<file path="config.mk">
export PLATFORM = sky130hd
export DESIGN_NAME = spi_config_master
export DESIGN_NICKNAME = d
export VERILOG_FILES = /design/src/rtl/spi_config_pkg.sv /design/src/rtl/spi_sclk_gen.sv /design/src/rtl/spi_config_master.sv
export SDC_FILE = /design/constraint.sdc
export NUM_CORES = 1
export LEC_CHECK = 0
export CORE_MARGIN = 5
export CORE_UTILIZATION = 29
export DETAILED_ROUTE_END_ITERATION = 16
export PLACE_DENSITY = 0.5
export SLEW_MARGIN = 40
export SYNTH_ARGS = -nofsm -noshare
export SYNTH_HDL_FRONTEND = slang
export SYNTH_SLANG_ARGS = --single-unit
</file>
<file path="constraint.sdc">
create_clock -name system_clock -period 2.5 [get_ports system_clock]
set_input_delay 0.5 -clock system_clock [delete_from_list [all_inputs] [get_ports system_clock]]
set_output_delay 0.5 -clock system_clock [all_outputs]
set_load 0.02 [all_outputs]
</file>
<file path="src/rtl/spi_config_pkg.sv">
// Shared definitions for the SPI configuration master.
// Contents:
//   - master FSM state type
//   - default frame length
//   - byte offsets of each field in the configuration frame, for use by the harness
package spi_config_pkg;

  typedef enum logic [2:0] {
    IDLE,
    SETUP,
    FETCH,
    SHIFT,
    TAIL,
    GUARD
  } state_t;

  localparam int unsigned FRAME_BYTES_DEFAULT = 215;

  // Frame layout. Byte 0 is shifted first.
  localparam int unsigned OFS_INPUT_SPIKES   = 0;    // bytes 0..2
  localparam int unsigned INPUT_SPIKE_BYTES  = 3;
  localparam int unsigned OFS_NEURON_PARAMS  = 3;    // decay/refractory/threshold, bytes 3..4
  localparam int unsigned NEURON_PARAM_BYTES = 2;
  localparam int unsigned OFS_DIV_VALUE      = 5;
  localparam int unsigned OFS_WEIGHTS        = 6;
  localparam int unsigned WEIGHT_BYTES       = 104;
  localparam int unsigned OFS_DELAYS         = 110;
  localparam int unsigned DELAY_BYTES        = 104;
  localparam int unsigned OFS_DEBUG_CONFIG   = 214;

endpackage

</file>
<file path="src/rtl/spi_sclk_gen.sv">
// SCLK generator: a registered SPI clock that idles low.
// Each half-period lasts HALF_DIV cycles of clk. While en is high, the counter runs
// and reloads whenever SCLK toggles. While en is low, SCLK is held low and the counter
// is cleared, so the first rise comes HALF_DIV cycles after en goes high.
// Ports:
//   clk    in   system clock
//   reset  in   synchronous, active-high
//   en     in   run the clock
//   sclk   out  registered SPI clock
//   rise   out  strobe: SCLK goes high on the next edge
//   fall   out  strobe: SCLK goes low on the next edge
module spi_sclk_gen #(
  parameter int unsigned HALF_DIV = 4
) (
  input  logic clk,
  input  logic reset,
  input  logic en,
  output logic sclk,
  output logic rise,
  output logic fall
);

  localparam int unsigned CW = (HALF_DIV > 1) ? $clog2(HALF_DIV) : 1;

  logic [CW-1:0] hcnt;
  logic          wrap;

  assign wrap = en && (hcnt == CW'(HALF_DIV - 1));
  assign rise = wrap && !sclk;
  assign fall = wrap && sclk;

  always_ff @(posedge clk) begin
    if (reset || !en) begin
      hcnt <= '0;
      sclk <= 1'b0;
    end else if (wrap) begin
      hcnt <= '0;
      sclk <= ~sclk;
    end else begin
      hcnt <= hcnt + 1'b1;
    end
  end

endmodule

</file>
<file path="src/rtl/spi_config_master.sv">
// SPI mode-0 initiator. It streams one configuration frame, supplied through a
// ready/valid byte source, into the chip's SPI slave. It also captures MISO one byte
// at a time so the harness can check readback.
// Ports:
//   system_clock, reset (synchronous, active-high)
//   start/abort                    frame control pulses
//   byte_data/byte_valid/byte_ready  frame byte source
//   SCLK/MOSI/SS/MISO              SPI bus (mode 0, MSB first, SS active low)
//   rx_byte/rx_valid               last byte captured from MISO
//   busy/done                      frame status
// GUARD_CLKS must be at least 1.
module spi_config_master
  import spi_config_pkg::*;
#(
  parameter int unsigned FRAME_BYTES = FRAME_BYTES_DEFAULT,
  parameter int unsigned HALF_DIV    = 4,
  parameter int unsigned TAIL_CLKS   = 2,
  parameter int unsigned GUARD_CLKS  = 4
) (
  input  logic       system_clock,
  input  logic       reset,
  input  logic       start,
  input  logic       abort,
  input  logic [7:0] byte_data,
  input  logic       byte_valid,
  output logic       byte_ready,
  output logic       SCLK,
  output logic       MOSI,
  output logic       SS,
  input  logic       MISO,
  output logic [7:0] rx_byte,
  output logic       rx_valid,
  output logic       busy,
  output logic       done
);

  localparam int unsigned BCW = $clog2(FRAME_BYTES + 1);
  localparam int unsigned WCW = 16;

  state_t         state, next_state;
  logic [WCW-1:0] wait_cnt;
  logic [BCW-1:0] byte_cnt;
  logic [2:0]     bit_cnt;
  logic [7:0]     tx_sr, rx_sr;
  logic           miso_q;
  logic           sclk_en, sclk_rise, sclk_fall;
  logic           kill, handshake, byte_last, setup_done, tail_done, guard_done;

  // An abort in IDLE only suppresses a start. In any other state it ends the frame.
  assign kill       = abort && (state != IDLE);
  // byte_ready is gated by abort so that an abort and a handshake in the same cycle
  // never consume a byte.
  assign byte_ready = (state == FETCH) && !abort;
  assign handshake  = byte_ready && byte_valid;
  assign sclk_en    = ((state == SHIFT) || (state == TAIL)) && !abort;
  assign byte_last  = sclk_fall && (bit_cnt == 3'd7);
  assign setup_done = (wait_cnt == WCW'(HALF_DIV - 1));
  assign tail_done  = sclk_fall && (wait_cnt == WCW'(TAIL_CLKS - 1));
  assign guard_done = (wait_cnt == WCW'(GUARD_CLKS - 1));

  assign busy = (state != IDLE);
  assign SS   = !(state inside {SETUP, FETCH, SHIFT, TAIL});
  assign MOSI = tx_sr[7];

  spi_sclk_gen #(.HALF_DIV(HALF_DIV)) u_sclk (
    .clk   (system_clock),
    .reset (reset),
    .en    (sclk_en),
    .sclk  (SCLK),
    .rise  (sclk_rise),
    .fall  (sclk_fall)
  );

  always_ff @(posedge system_clock) begin
    if (reset) state <= IDLE;
    else       state <= next_state;
  end

  always_comb begin
    next_state = state;
    if (kill) begin
      next_state = IDLE;
    end else begin
      case (state)
        IDLE:  if (start && !abort) next_state = SETUP;
        SETUP: if (setup_done) next_state = FETCH;
        FETCH: if (handshake) next_state = SHIFT;
        SHIFT: if (byte_last) begin
          if (byte_cnt == BCW'(FRAME_BYTES - 1))
            next_state = (TAIL_CLKS == 0) ? GUARD : TAIL;
          else
            next_state = FETCH;
        end
        TAIL:  if (tail_done) next_state = GUARD;
        GUARD: if (guard_done) next_state = IDLE;
        default: next_state = IDLE;
      endcase
    end
  end

  always_ff @(posedge system_clock) begin
    if (reset) begin
      wait_cnt <= '0;
      byte_cnt <= '0;
      bit_cnt  <= '0;
      tx_sr    <= '0;
      rx_sr    <= '0;
      miso_q   <= 1'b0;
      rx_byte  <= '0;
      rx_valid <= 1'b0;
      done     <= 1'b0;
    end else begin
      rx_valid <= 1'b0;
      done     <= 1'b0;
      miso_q   <= MISO;
      if (kill) begin
        wait_cnt <= '0;
        byte_cnt <= '0;
        bit_cnt  <= '0;
        tx_sr    <= '0;
      end else begin
        case (state)
          IDLE: begin
            wait_cnt <= '0;
            byte_cnt <= '0;
            bit_cnt  <= '0;
          end
          SETUP: wait_cnt <= setup_done ? '0 : wait_cnt + 1'b1;
          FETCH: if (handshake) begin
            tx_sr   <= byte_data;
            bit_cnt <= '0;
          end
          SHIFT: begin
            if (sclk_rise) rx_sr <= {rx_sr[6:0], miso_q};
            if (sclk_fall) begin
              // The shift fills with zero, so MOSI is already low when TAIL begins.
              tx_sr   <= {tx_sr[6:0], 1'b0};
              bit_cnt <= bit_cnt + 1'b1;
            end
            if (byte_last) begin
              rx_byte  <= rx_sr;
              rx_valid <= 1'b1;
              byte_cnt <= byte_cnt + 1'b1;
              wait_cnt <= '0;
            end
          end
          TAIL: begin
            tx_sr <= '0;
            if (sclk_fall) wait_cnt <= tail_done ? '0 : wait_cnt + 1'b1;
          end
          GUARD: begin
            if (guard_done) begin
              done     <= 1'b1;
              wait_cnt <= '0;
              byte_cnt <= '0;
            end else begin
              wait_cnt <= wait_cnt + 1'b1;
            end
          end
          default: wait_cnt <= '0;
        endcase
      end
    end
  end

endmodule

</file>
# [Yosys cells after proc, flatten, opt, wreduce, memory -nomap -nowiden]
# Index checks and enable logic that the tools add are counted.
[totals] ff_bits=60 output_inout_bits=15 inputBits=14 elab_cells=97
[classes] muxes=24 n_reduce_logical=34 n_addsub=4 bitwise_logic=5 eq_ne=18
[ops] op="$mux W16" count=4
[ops] op="$pmux W16 S4" count=1
[ops] op="$pmux W8 S3" count=2
[ops] op="$mux W8" count=4
[ops] op="$mux W3" count=9
[ops] op="$pmux W3 S6" count=1
[ops] op="$reduce_and A3 Y1" count=6
[ops] op="$add A16 B1 Y16 const B" count=1
[ops] op="$eq A16 B1 Y1 const B" count=1
[ops] op="$eq A16 B2 Y1 const B" count=1
[ops] op="$ne A2 B2 Y1 const B" count=8
[ops] op="$reduce_bool A3 Y1" count=4
[ops] op="$logic_and A1 B1 Y1" count=10
[ops] op="$eq A3 B3 Y1 const B" count=3
[ops] op="$pmux W3 S3" count=1
[ops] op="$add A8 B1 Y8 const B" count=1
[ops] op="$eq A8 B8 Y1 const B" count=1
[ops] op="$eq A3 B2 Y1 const B" count=2
[ops] op="$reduce_and A6 Y1" count=1
[ops] op="$reduce_or A2 Y1" count=3
[ops] op="$reduce_or A3 Y1" count=2
[ops] op="$not A1 Y1" count=5
[ops] op="$logic_not A1 Y1" count=4
[ops] op="$reduce_bool A4 Y1" count=1
[ops] op="7 further kinds" count=9

# [Longest topological paths before layout]
# Gate-level depths: netlist (run 1).
[depth] depth_word=9 mapped_depth=8 depth_no_buf=7

# [By module]
# A second synthesis (run 1) with hierarchy kept.
[unflattened] hier_cells=335 area_unflattened_um2=2876.5
[by_module_without_submodules] mod="spi_config_master" cells_per_inst=323 area_per_inst_um2=2757.6 n_inst=1 seq_area_each_um2=1141.1
[by_module_without_submodules] mod="spi_sclk_gen" cells_per_inst=12 area_per_inst_um2=118.9 n_inst=1 seq_area_each_um2=60.1

# [Worst setup path before layout (run 1)]
# Ideal clock, no wire load.
[synth_timing] kind="register -> output" from="register state[0]" to="output byte_ready" setup_slack_ps=521 required_time_ps=2000 t_arrival_ps=1479 path_buffers=2 stages_incl_launch_ff=4 path_cell_list="dfxtp_1 clkbuf_1 clkbuf_1 nor4b_1"
[synth_via] elab_chain_cells=2
[synth_lines] element="from (decl)" line="spi_config_master.sv:40" text="state_t state, next_state;"
[synth_lines] element="from (signal assigned)" line="spi_config_master.sv:76" text="else state <= next_state;"
[synth_lines] element="$eq A3 B2 Y1" line="spi_config_master.sv:53" text="assign byte_ready = (state == FETCH) && !abort;"
[synth_lines] element="$logic_and A1 B1 Y1" line="spi_config_master.sv:53"
[synth_lines] element="to (decl)" line="spi_config_master.sv:26" text="output logic byte_ready,"
# Every way passes these cells.

# [Worst setup path in the final report (run 1)]
[layout_timing] from="register state[0]" to="output SS"
[layout_via] elab_chain_cells=3 elab_cells_between_ends=6 classes_between="4 x eq/ne; 2 x reduce/logical"
[layout_lines] element="$eq A3 B1 Y1 (tied with other cells)" line="spi_config_master.sv:62" text="assign SS = !(state inside {SETUP, FETCH, SHIFT, TAIL});"
[layout_lines] element="$reduce_bool A4 Y1 (*)" line="spi_config_master.sv:62"
[layout_lines] element="$logic_not A1 Y1 (*)" line="spi_config_master.sv:62"
[layout_lines] element="to (decl)" line="spi_config_master.sv:29" text="output logic SS,"
# Every way passes the cells marked *; elsewhere a longest branch is shown, timed or not.

==> results.ini, run 1 <==
[outcome]
status = finished, final reports clean

[layout]
diodes = 0
fill_cells = 1081
drive_gt1_share_pct = 12.79
layoutNonFillerInstCount = 519
ff_latch_area_sq_mm = 0.001201
multi_input_area_sq_mm = 0.001675
syn_to_final_growth_pct = 24.24
num-nets-final = 399
final_common_cell = dfxtp_1
design_area_sq_mm = 0.003720
layout_common_cells = dfxtp_1, nor2_1, clkdlybuf4s50_1
utilization_pct = 36.52

[global_routing]
antenna_found_initial = 0
grt_overflow = 0
first_global_vias = 2415
grt_pass1_wl_mm = 11.42
grt_max_degree = 23
track_usage_pct = 11.01

[routing]
routedWlPerCell_um = 12.76
num_vias = 2567
route.detailed.drc = 0
first_pass_iters = 4
ant_nets = 0
drtIter0Drc = 148
viasPerCell = 4.946
wirelength_mm = 6.625

[power_and_ir_drop]
p_leak_nw = 1.347
p_per_area_mw_per_mm2 = 723.4
peakVddDrop_v = 0.0004329

[sta]
setup-violations-final = 0
fmax_mhz = 414.9
min_period_ns = 2.410
finClkSkew_ns = 0.01295
slew_viol_final = 0
final_hold_viol_count = 0
setup_ws_ns = 0.08999
min_period_over_period_pct = 96.40
tightest_slew_ns = 0.6232
relSlewSlack_pct = 58.37
rsz0062_at_grt = false

[floorplan]
io-pin-count = 29
rows = 37
die_h_um = 111.6
die_w_um = 111.6
start_util_pct = 29.40
dieArea_sq_mm = 0.01246
coreArea_sq_mm = 0.01018

[place]
hpwlAfterDp_mm = 4.685
port_buffers = 28
dpl_cell_area_sq_mm = 0.003507
place_inst = 503
gp_congestion = 0.7710
dp_worst_setup_slack_ns = -0.03576

[clocking]
ctsHoldBuffers = 0
clkTransAtPathRegs_ns = 0.07
htree_levels = 3
cts_made_buffers = 9
clock-root-buffer = clkbuf_8
cts_tree = done
clk-insertion-delay-late_ns = 0.34
cts.sinks = 60
clockBufferDepth = 2

[yosys]
synth.avg_cell_area_sq_um = 8.780
synth_warnings = 0
netlist_instances = 341
synthDistinctLibCells = 51
synth_enable_flop_cells = 0
syn_nets = 362
synth_area_sq_mm = 0.002994
ys_ff_latch = 60
synthArstFlopShare_pct = 0
synthFlopType = dfxtp_1
synth_seq_area_share_pct = 40.12

[critical_path]
crit_arrival_ns = 1.91
cp_max_fo = 10
crit_type = reg2out
critPathLaunchType = flop
worst_setup_path_end_kind = output pin
cp.required_ns = 2.00

[min_path]
min_path_type = reg2reg

[job]
drv_cap = 0

-- timing repair --
| item | 4_1_cts | 5_1_grt |
|---|---|---|
| endpoints found under the hold margin | 0 | 0 |
| endpoints found under the setup margin | 1 | 1 |
| gates resized for setup | 1 | 1 |
| setup buffers | 0 | 0 |
| pin swaps | 0 | 0 |
-- critical path, stage by stage, from the launching register on --
cell and delay, ns:
dfxtp_1 0.43, or3_4 0.45, nand2_1 0.09, clkdlybuf4s50_1 0.61
-- cell type report --
type	count	area share (%)
clock inverter	6	1.917
tap	136	4.574
sequential	60	32.29
multi-input combinational	252	45.04
timing repair buffer	47	11.67
inverter	8	0.8073
clock buffer	10	3.700
-- cell usage after synthesis, types with 2 or more instances --
master    count  share of area (%)
clkbuf_1     15                1.9
nand4_1       4               0.84
xor2_1        6                1.8
and4_1        2               0.59
inv_1         8                1.0
mux2i_1      26                8.7
or2_2         7                1.5
o31ai_1       3               0.75
nor3_1        5               0.84
nor4_1        5                1.0
and3_1        4               0.84
dfxtp_1      60                 40
or4_1         3               0.75
a21boi_0      2               0.50
a31oi_1       2               0.42
buf_2         5               0.84
nand3_1      17                2.8
nand3b_1      8                2.0
o21ai_0      10                1.7
a211oi_1      7                1.8
nor4b_1       2               0.59
nor2_1       36                4.5
and2_1        2               0.42
or3_1         7                1.5
o211ai_1     10                2.5
o21bai_1      2               0.50
a21oi_2       2               0.59
nand2b_1      2               0.42
nand4b_1      2               0.59
ha_1          7                2.9
and3b_1       2               0.59
a21oi_1      17                2.8
nor2b_1       5                1.0
a221oi_1      7                2.0
nand2_1      23                2.9
-- registers in the layout, summed over array words and instances (netlist names) --
register and flops:
u_sclk.hcnt 2, tx_sr 8, done 1, u_sclk.sclk 1, rx_byte 8, rx_sr 8
byte_cnt 8, rx_valid 1, bit_cnt 3, wait_cnt 16, miso_q 1, state 3
-- final timing paths --
check | from | cells after the start | slack, ns | end
worst min register to register | u_sclk.hcnt[0] | 1 | 0.44 | u_sclk.hcnt[0]
worst max-delay path | state[0] | 3 | 0.09 | SS
worst min-delay path | u_sclk.hcnt[0] | 1 | 0.44 | u_sclk.hcnt[0]
worst max register to register | wait_cnt[11] | 6 | 0.44 | byte_cnt[7]
-- metal layers --
| layer | global-route usage (%) | vias to the layer above | wire length, um |
|---|---|---|---|
| li1 | - | 1325 | - |
| met1 | 14.07 | 1183 | 3215 |
| met2 | 17.57 | 51 | 3058 |
| met3 | 2.391 | 8 | 241 |
| met4 | 5.434 | 0 | 110 |
| met5 | 0 | - | 0 |
-- per-stage QoR --
step	hold WS [ns]	power, mW	TNS (ns)
floorplan	0.4047	1.502	0
global placement	0.4162	1.788	-0.02038
detailed placement	0.4291	1.790	-0.03576
CTS	0.4451	2.727	0
global route	0.4654	2.845	0
finish	0.4397	2.691	0
-- power breakdown --
part	switching [mW]	internal (mW)	total, mW
Combinational	0.424	0.306	0.730
Clock	0.424	0.496	0.920
Sequential	0.0506	0.991	1.04
Total	0.898	1.79	2.69
-- cell families (layout without fill, tap and decap cells) --
logic type / Yosys count / after routing / synth area share, %
and+or+nand+nor: 138 / 138 / 24.28
AOI/OAI and AO/OA: 74 / 74 / 17.84
DFF: 60 / 60 / 40.12
buffers and inverters: 29 / 71 / 4.095
muxes: 26 / 26 / 8.692
adders and majority gates: 7 / 7 / 2.925
xor gates and xnor gates: 7 / 7 / 2.048
Power figures use the tool's default switching activity.
==> inputs of run 2 (changes only) <==
==> constraint.sdc (replaced) <==
create_clock -name system_clock -period 2.5 [get_ports system_clock]
set_input_delay 0.375 -clock system_clock [delete_from_list [all_inputs] [get_ports system_clock]]
set_output_delay 0.375 -clock system_clock [all_outputs]
set_load 0.02 [all_outputs]
==> results.ini, run 2 (synthesis gave the netlist of run 1 again) <==
[outcome]
status = finished, final reports clean

[job]
drv_cap = 0

[layout]
drive_gt1_share_pct = 12.07
fill_cells = 1071
largest-register = wait_cnt
ff_latch_area_sq_mm = 0.001201
final_common_cell = dfxtp_1
layoutNonFillerInstCount = 517
layout_common_cells = dfxtp_1, nor2_1, clkdlybuf4s50_1
num-nets-final = 397
largest_reg_flops = 16
diodes = 0
multi_input_area_sq_mm = 0.001670
syn_to_final_growth_pct = 23.74

[critical_path]
r2r_slack_ns = 0.42
critPathLaunchType = flop
cp_max_fo = 13
cp.required_ns = 2.12
slowest_delay_ns = 0.60
crit_arrival_ns = 1.97
cpMaxStageDelayCell = clkdlybuf4s50_1
path_cells = or3_1 -> nand2_1 -> clkdlybuf4s50_1
crit_type = reg2out
worst_setup_path_end_kind = output pin

[floorplan]
start_util_pct = 29.40
die_h_um = 111.6
io-pin-count = 29
coreArea_sq_mm = 0.01018
rows = 37
dieArea_sq_mm = 0.01246
die_w_um = 111.6

[global_routing]
grt_pass1_wl_mm = 11.86
grt_max_degree = 23
antenna_found_initial = 0
track_usage_pct = 11.45
first_global_vias = 2533
grt_overflow = 0

[sta]
rsz0062_at_grt = false
setup-violations-final = 0
finClkSkew_ns = 0.009845
tns_ns = 0
final_hold_viol_count = 0
slew_viol_final = 0
min_period_over_period_pct = 93.68
tightest_slew_ns = 0.6278
fmax_mhz = 427.0
min_period_ns = 2.342
relSlewSlack_pct = 58.06
whs_ns = 0.4325

[clocking]
cts_setup_buffers = 0
cts_tree = done
ctsHoldBuffers = 0
clock-root-buffer = clkbuf_8
htree_levels = 3
clk-insertion-delay-late_ns = 0.35
clkTransAtPathRegs_ns = 0.08
cts.sinks = 60
clockBufferDepth = 2
cts_made_buffers = 9
cts.repair.resized = 0

[routing]
num_vias = 2571
routedWlPerCell_um = 13.08
first_pass_iters = 4
route.detailed.drc = 0
drtIter0Drc = 72
wirelength_mm = 6.762
ant_nets = 0
viasPerCell = 4.973

[power_and_ir_drop]
peakVddDrop_v = 0.0003762
p_leak_nw = 1.339
p_per_area_mw_per_mm2 = 739.7

[min_path]
min_path_type = reg2reg

[place]
place_inst = 501
hpwlAfterDp_mm = 4.849
port_buffers = 28
gp_congestion = 0.7944

==> run 2: critical path, delay by kind of cell, from the launching register on <==
family	cells	cell delay, ns
flip-flops	1	0.44
buffers and inverters	1	0.60
AND/OR/NAND/NOR	2	0.57
==> run 2: per-stage QoR <==
step	cell area, sq um	util, %	setup slack (ns)	power, mW
after global routing	3705	36.38	0.07606	2.906
after CTS	3705	36.38	0.1495	2.773
after detailed placement	3480	34.16	0.1552	1.770
final	3705	36.38	0.1580	2.740
after global placement	3480	34.16	0.1856	1.768
after floorplan	2994	-	0.6412	1.502
==> run 2: layout make-up <==
class                           count  share of cell area [%]
Clock buffer                        9                   3.343
Clock inverter                      7                   2.736
Inverter                            8                  0.8105
Multi-Input combinational cell    252                   45.09
Sequential cell                    60                   32.42
Tap cell                          136                   4.593
Timing Repair Buffer               45                   11.01
==> run 2: where the power goes <==
part,internal (mW),switching (mW)
logic,0.285,0.423
registers,0.991,0.0473
clock network,0.565,0.429
total,1.84,0.899
==> run 2: layer usage <==
metal	GRT usage, %	routed length, um
met1	14.00	3268
met2	18.98	3130
met3	3.207	241
met4	4.704	122
met5	0	0
==> run 2: path summary, 6_finish.rpt <==
path / start / depth (start not counted) / end
worst max register to register: state[1] / 4 / rx_sr[1]
worst min register to register: u_sclk.hcnt[0] / 1 / u_sclk.hcnt[0]
worst max-delay path: state[1] / 3 / SS
worst min-delay path: u_sclk.hcnt[0] / 1 / u_sclk.hcnt[0]
==> inputs of run 3 (changes only) <==
Settings changed: CORE_ASPECT_RATIO set to 1.2.
==> results.ini, run 3 (synthesis gave the netlist of run 1 again) <==
[outcome]
status = finished, final reports clean

[sta]
setup-violations-final = 0
min_period_ns = 2.289
rsz0062_at_grt = false
min_period_over_period_pct = 91.56
relSlewSlack_pct = 57.25
tightest_slew_ns = 0.6400
slew_viol_final = 0
tns_ns = 0
final_hold_viol_count = 0
fmax_mhz = 436.9
finClkSkew_ns = 0.007138

[routing]
num_vias = 2587
route.detailed.drc = 0
drtIter0Drc = 95
ant_nets = 0
routedWlPerCell_um = 13.98
wirelength_mm = 7.086
first_pass_iters = 4
viasPerCell = 5.103

[critical_path]
crit_arrival_ns = 1.91
worst_setup_path_end_kind = output pin
cp.required_ns = 2.12
slowest_delay_ns = 0.60
crit_type = reg2out
crit_buf_inv = 1
cp_max_fo = 10
path_cells = or3_1 -> nand2_1 -> clkdlybuf4s50_1
cpMaxStageDelayCell = clkdlybuf4s50_1
critPathTopFamily = simple AND/OR/NAND/NOR gates
critPathLaunchType = flop
r2r_slack_ns = 0.46

[layout]
final_common_cell = dfxtp_1
diodes = 0
largest-register = wait_cnt
layout_common_cells = dfxtp_1, nor2_1, clkdlybuf4s50_1
syn_to_final_growth_pct = 26.91
drive_gt1_share_pct = 12.60
num-nets-final = 397
fill_cells = 1018
largest_reg_flops = 16

[clocking]
htree_levels = 3
cts_made_buffers = 9
cts_tree = done
ctsHoldBuffers = 0
cts.sinks = 60
clock-root-buffer = clkbuf_16
clk-insertion-delay-late_ns = 0.33
clkTransAtPathRegs_ns = 0.06
clockBufferDepth = 2

[global_routing]
track_usage_pct = 12.26
grt_pass1_wl_mm = 12.19
grt_overflow = 0
grt_max_degree = 23
first_global_vias = 2534
antenna_found_initial = 0

[place]
port_buffers = 28
hpwlAfterDp_mm = 5.102
gp_congestion = 0.8127

[power_and_ir_drop]
p_per_area_mw_per_mm2 = 812.4
peakVddDrop_v = 0.0003101
p_leak_nw = 1.380
finalPower_mw = 3.087

[floorplan]
start_util_pct = 29.76
dieArea_sq_mm = 0.01246
coreArea_sq_mm = 0.01006
die_w_um = 102.8
rows = 40
io-pin-count = 29
die_h_um = 121.3

[min_path]
min_path_type = reg2reg

[job]
drv_cap = 0

-- run 3: cell count changes in the layout (fill, tap and decap cells not counted), sizes merged --
cell and delta:
inv +1, clkinvlp +1, clkinv -2
-- run 3: per-stage QoR --
step | setup WS, ns | std cells | util [%] | hold WS [ns] | instance area, sq um
floorplan | 0.6412 | 341 | - | 0.4047 | 2994
global placement | 0.1581 | 491 | 34.47 | 0.4123 | 3467
detailed placement | 0.1292 | 491 | 34.47 | 0.4291 | 3467
CTS | 0.03102 | 507 | 37.71 | 0.4372 | 3794
global route | 0.1225 | 507 | 37.77 | 0.4529 | 3800
finish | 0.2109 | 507 | 37.77 | 0.4352 | 3800
-- run 3: power breakdown --
part           switching (mW)  internal, mW  leakage, nW  total [mW]
Sequential             0.0587         0.994        0.484        1.05
Clock                   0.466         0.876        0.148        1.34
Combinational           0.413         0.279        0.748       0.692
-- run 3: cell type report --
class / count / area (sq um) / area share (%)
clock buffers: 9 / 225.2 / 5.927
multi-input cells: 252 / 1677 / 44.12
repair buffers: 45 / 407.9 / 10.73
well taps: 126 / 157.7 / 4.149
inverters: 8 / 30.03 / 0.7903
flip-flops and latches: 60 / 1202 / 31.64
clock inverters: 7 / 100.1 / 2.634
-- run 3: path summary, 6_finish.rpt --
path	start	to	cells after the start
worst max-delay path	state[2]	SS	3
worst min-delay path	u_sclk.hcnt[0]	u_sclk.hcnt[0]	1
worst max register to register	u_sclk.hcnt[0]	wait_cnt[15]	7
worst min register to register	u_sclk.hcnt[0]	u_sclk.hcnt[0]	1
-- run 3: repair_timing --
action | in CTS | in global routing
setup endpoints to repair | 1 | 1
resized for setup | 1 | 1
buffers inserted | 0 | 0
-- run 3: routing by layer --
metal,track usage [%],up-vias,part of all wire (%)
met5,0,-,0
li1,-,1320,-
met3,4.428,10,4.2
met4,4.453,0,1.7
met1,14.93,1222,46
met2,19.67,35,48
